File: src/rtl/pc_gen.sv
// pc_gen: fetch program-counter generator with a small circular return-address
// stack. Next PC priority: trap flush, EX redirect, RAS return, sequential.
module pc_gen #(
  parameter int unsigned     XLEN         = 32,
  parameter logic [XLEN-1:0] RESET_VECTOR = '0,
  parameter int unsigned     RAS_DEPTH    = 4
) (
  input  logic                         clk,
  input  logic                         reset_n,
  input  logic                         en,
  input  logic                         flush_valid,
  input  logic [XLEN-1:0]              flush_target,
  input  logic                         redirect_valid,
  input  logic [XLEN-1:0]              redirect_target,
  input  logic                         call_push,
  input  logic [XLEN-1:0]              link_addr,
  input  logic                         ret_pop,
  output logic [XLEN-1:0]              pc,
  output logic [XLEN-1:0]              pc_plus4,
  output logic                         misaligned,
  output logic                         ras_empty,
  output logic [$clog2(RAS_DEPTH):0]   ras_count,
  output logic                         ret_miss
);

  localparam int unsigned     PW   = $clog2(RAS_DEPTH);
  localparam int unsigned     CW   = PW + 1;
  localparam logic [XLEN-1:0] FOUR = XLEN'(4);
  localparam logic [CW-1:0]   FULL = CW'(RAS_DEPTH);

  logic [XLEN-1:0] pc_q, pc_n;
  logic [CW-1:0]   cnt_q, cnt_n;
  logic [PW-1:0]   tp_q, tp_n;
  logic            miss_q, miss_n;
  logic            wr_en;
  logic [PW-1:0]   wr_idx;
  logic [XLEN-1:0] ras_mem [RAS_DEPTH];

  logic qual, do_push, do_pop, empty;

  assign qual       = en & ~flush_valid & ~redirect_valid;
  assign do_push    = qual & call_push;
  assign do_pop     = qual & ret_pop;
  assign empty      = (cnt_q == '0);

  assign pc         = pc_q;
  assign pc_plus4   = pc_q + FOUR;
  assign misaligned = |pc_q[1:0];
  assign ras_empty  = empty;
  assign ras_count  = cnt_q;
  assign ret_miss   = miss_q;

  // Next-state selection for PC and RAS pointer/count.
  // tp_q indexes the current top; the stack wraps, so a push onto a full
  // stack silently overwrites the oldest entry.
  always_comb begin
    pc_n   = pc_q;
    cnt_n  = cnt_q;
    tp_n   = tp_q;
    miss_n = 1'b0;
    wr_en  = 1'b0;
    wr_idx = tp_q;
    if (flush_valid) begin
      pc_n  = flush_target;
      cnt_n = '0;
    end else if (redirect_valid) begin
      pc_n = redirect_target;
    end else if (do_pop && !empty) begin
      pc_n = ras_mem[tp_q];
      if (do_push) begin
        // Return and call together: consume top, replace it in place.
        wr_en  = 1'b1;
        wr_idx = tp_q;
      end else begin
        tp_n  = tp_q - PW'(1);
        cnt_n = cnt_q - CW'(1);
      end
    end else begin
      if (en)
        pc_n = pc_plus4;
      if (do_pop)
        miss_n = 1'b1;
      if (do_push) begin
        tp_n   = tp_q + PW'(1);
        wr_en  = 1'b1;
        wr_idx = tp_q + PW'(1);
        if (cnt_q != FULL)
          cnt_n = cnt_q + CW'(1);
      end
    end
  end

  // Control state registers with asynchronous reset.
  always_ff @(posedge clk or negedge reset_n) begin
    if (!reset_n) begin
      pc_q   <= RESET_VECTOR;
      cnt_q  <= '0;
      tp_q   <= '0;
      miss_q <= 1'b0;
    end else begin
      pc_q   <= pc_n;
      cnt_q  <= cnt_n;
      tp_q   <= tp_n;
      miss_q <= miss_n;
    end
  end

  // RAS entry storage; contents are don't-care while count is zero.
  always_ff @(posedge clk) begin
    if (reset_n && wr_en)
      ras_mem[wr_idx] <= link_addr;
  end

endmodule

File: config.mk
export PLATFORM = sky130hd
export DESIGN_NAME = pc_gen
export DESIGN_NICKNAME = d
export VERILOG_FILES = /design/src/rtl/pc_gen.sv
export SDC_FILE = /design/constraint.sdc
export NUM_CORES = 1
export LEC_CHECK = 0
export CAP_MARGIN = 5
export CORE_ASPECT_RATIO = 1.4
export CORE_MARGIN = 1.5
export CORE_UTILIZATION = 25
export CTS_CLUSTER_SIZE = 8
export DETAILED_ROUTE_END_ITERATION = 12
export PLACE_DENSITY = 0.53
export SYNTH_ARGS = -nofsm -noshare
export SYNTH_HDL_FRONTEND = slang
export SYNTH_SLANG_ARGS = --single-unit
File: constraint.sdc
create_clock -name clk -period 5 [get_ports clk]
set_input_delay 1.5 -clock clk [delete_from_list [all_inputs] [get_ports clk]]
set_output_delay 1.5 -clock clk [all_outputs]
set_load 0.005 [all_outputs]
==> flow_summary_export.csv <==
group,metric,value,unit
cts,ctsHoldBuffers,0,
floorplanning,start_util,25.5,%
cells_and_area,area_growth,35.3,%
sta,finalSetupViolations,0,
sta,max_freq,0.220,GHz
worst_hold_path,min_path_cells,2,
global_route,use_met3,3.58,%
cells_and_area,antenna_cells,0,
cts,insertion_delay,0.43,ns
worst_setup_path,critPathLaunchType,"register",
routing,wl_per_cell,22.0,microns
sta,relSlewSlack,43.7,%
worst_hold_path,hold_end,"pc[3]",
yosys,synth_flop_cell,"edfxtp_1",
worst_setup_path,crit_required,3.50,ns
yosys,syn_area,7910,sq um
cts,root_buffer,"clkbuf_16",
global_route,grt_max_degree,39,
sta,tightest_slew,0.845,ns
floorplanning,die_w,153,microns
pwr,power.leakage,0.00362,uW
sta,grt_setup_unrepaired,"false",
worst_setup_path,cp-end-kind,"output port",
pwr,power_density,374,nW/um^2
global_route,met1_usage,18.2,%
placed_design,portBuffers,172,
yosys,syn_avg_cell_area,14.0,sq um
worst_setup_path,worstPathArrival,3.04,ns
routing,ant_nets,0,
flow_run,maxCapViolCount,0,
placed_design,place_inst,1110,
global_route,grt_pass1_wl,36500,microns
worst_setup_path,reg2regPathDepth,9,
worst_hold_path,worstHoldStart,"pc[3]",
placed_design,dp_hpwl,18900,microns
yosys,seq_area_frac_synth,60.6,%
yosys,synth_warnings,0,
routing,routed_wl,25100,microns
cts,cts_resized,0,
sta,post-route-period-util,90.7,%
floorplanning,die_h,213,microns
cts,htreeDepth,4,
routing,first_iter_violations,349,
cells_and_area,instances_no_fill,1142,
cells_and_area,drive_gt1_share,14.4,%
cts,cts_made_buffers,17,
global_route,grt_pass1_vias,5778,
sta,fin_setup_tns,0,ns
yosys,syn_nets,670,
routing,drc,0,
floorplanning,dieArea,32700,sq um
sta,min_period,4.54,ns
cells_and_area,final_cell_mix,"clkdlybuf4s50_1, edfxtp_1, dfrtp_1",
global_route,overflow,0,
yosys,ys_seq_elements,166,
worst_setup_path,reg2reg_to,"ras_count[2]",
floorplanning,core-area,31000,sq um
yosys,async_reset_ff_share,22.9,%
worst_setup_path,crit_type,"reg -> out",
cells_and_area,finish.utilization,34.5,%
cts,cts_tree,"built",
global_route,gr-max-usage-layer,"met2",
floorplanning,pin_count,173,
worst_hold_path,hold_path_class,"reg -> reg",
sta,finalHoldViolCount,0,
yosys,synth_edf_count,128,
yosys,synth_cell_types,71,
cts,clockBufferDepth,2,
sta,skew,0.00837,ns
routing,vias_per_cell,4.89,
pwr,power,4000,uW
cells_and_area,nets,844,
global_route,use_met2,27.1,%
yosys,syn_inst,565,
worst_setup_path,path_max_fanout,7,
routing,drtPass1Iterations,6,
global_route,grt.total_usage,15.4,%
sta,slew_violations,0,
cts,path_clk_slew,0.07,ns
placed_design,gp_congestion,0.834,
floorplanning,rows,76,
cts,cts_sinks,166,
cts,post_cts_buffers,0,
outcome,status,"finished, final reports clean",
worst_setup_path,rrSetupSlack,2.27,ns
routing,vias,5588,
worst_setup_path,reg2reg_from,"ras_count[0]",
pwr,ir_worst_vdd,0.192,mV
global_route,grt_antenna_before_repair,1,
cells_and_area,layout_commonest_cell,"clkdlybuf4s50_1",
## final cells by class
cell class	count	area, sq um
clock buffers	18	429
clock inverters	14	154
fillers	3029	20300
inverters	15	61.3
multi-input cells	342	2840
flip-flops and latches	166	4800
well taps	390	488
repair buffers	197	1930
## flip-flops by register name, indices dropped and copies added, names as in the netlist
| register | cells |
|---|---|
| ras_mem | 128 |
| tp_q | 2 |
| ret_miss | 1 |
| ras_count | 3 |
| pc | 32 |
## worst max-delay path by stage
| stage | from | to | slack [ns] |
|---|---|---|---|
| final | pc[2] | pc_plus4[26] | 0.46 |
| after CTS | pc[2] | pc_plus4[26] | 0.44 |
| after global placement | en | ras_count[2] | 0.85 |
| after floorplan | redirect_valid | ras_mem[2][0] | 0.62 |
| after detailed placement | en | ras_count[2] | 0.82 |
| after global routing | pc[2] | pc_plus4[26] | 0.29 |
## power breakdown
part | total [uW] | internal, uW | switching [uW]
clock network | 1300 | 740 | 562
logic | 1030 | 570 | 464
registers | 1670 | 1550 | 117
## kinds of logic after synthesis
group,share of synthesized area [%]
compound gates,11.8
xor+xnor,3.88
fa+ha+maj,0.411
buf+inv,3.81
flops,60.6
mux,9.49
simple gates,10.0
## per-stage QoR
stage                     worst slack [ns]  hold slack [ns]  instance area (sq um)
final                                0.463            0.582                  10700
after global routing                 0.290            0.654                  10700
after CTS                            0.436            0.591                  10700
after detailed placement             0.819            0.576                  10100
after global placement               0.850            0.558                  10100
after floorplan                      0.622            0.527                   7920
## synthesized netlist by cell type (3+ instances only)
library cell,number,area share (%)
edfxtp_1,128,49
dfrtp_1,38,12
a21oi_1,32,2.0
mux4_2,32,9.1
nand2_1,29,1.4
nor2_1,26,1.2
xnor2_1,26,2.9
o21ai_0,21,1.3
buf_2,20,1.3
nand3_1,17,1.1
inv_1,13,0.62
nand4_1,13,1.0
and3_1,11,0.87
a2bb2oi_1,10,1.1
clkbuf_1,10,0.47
a221o_1,9,1.1
xor2_1,9,1.0
a222oi_1,7,0.89
nor3_1,7,0.44
o22ai_1,6,0.47
and4_1,5,0.55
buf_4,5,0.47
buf_6,5,0.71
nor4_1,5,0.40
o221ai_1,5,0.55
a221oi_1,4,0.44
a22oi_1,4,0.38
a31oi_1,4,0.32
and2_1,4,0.32
or2_2,4,0.32
mux2i_1,3,0.38
o211ai_1,3,0.28
## critical path, stage by stage, from the launching register on
cell and delay [ns]:
dfrtp_1 0.47, ha_1 0.28, and4_1 0.37, nand2_1 0.25, nor3_1 0.51, xor2_1 0.19, clkdlybuf4s50_1 0.54
## routing by layer
metal  wire length (microns)  vias to the layer above
met5                      17                        -
met3                    1310                       32
met2                   12800                      193
met4                     646                        2
li1                        -                     2585
met1                   10400                     2776
No activity file was read; power rests on OpenSTA's default activity.
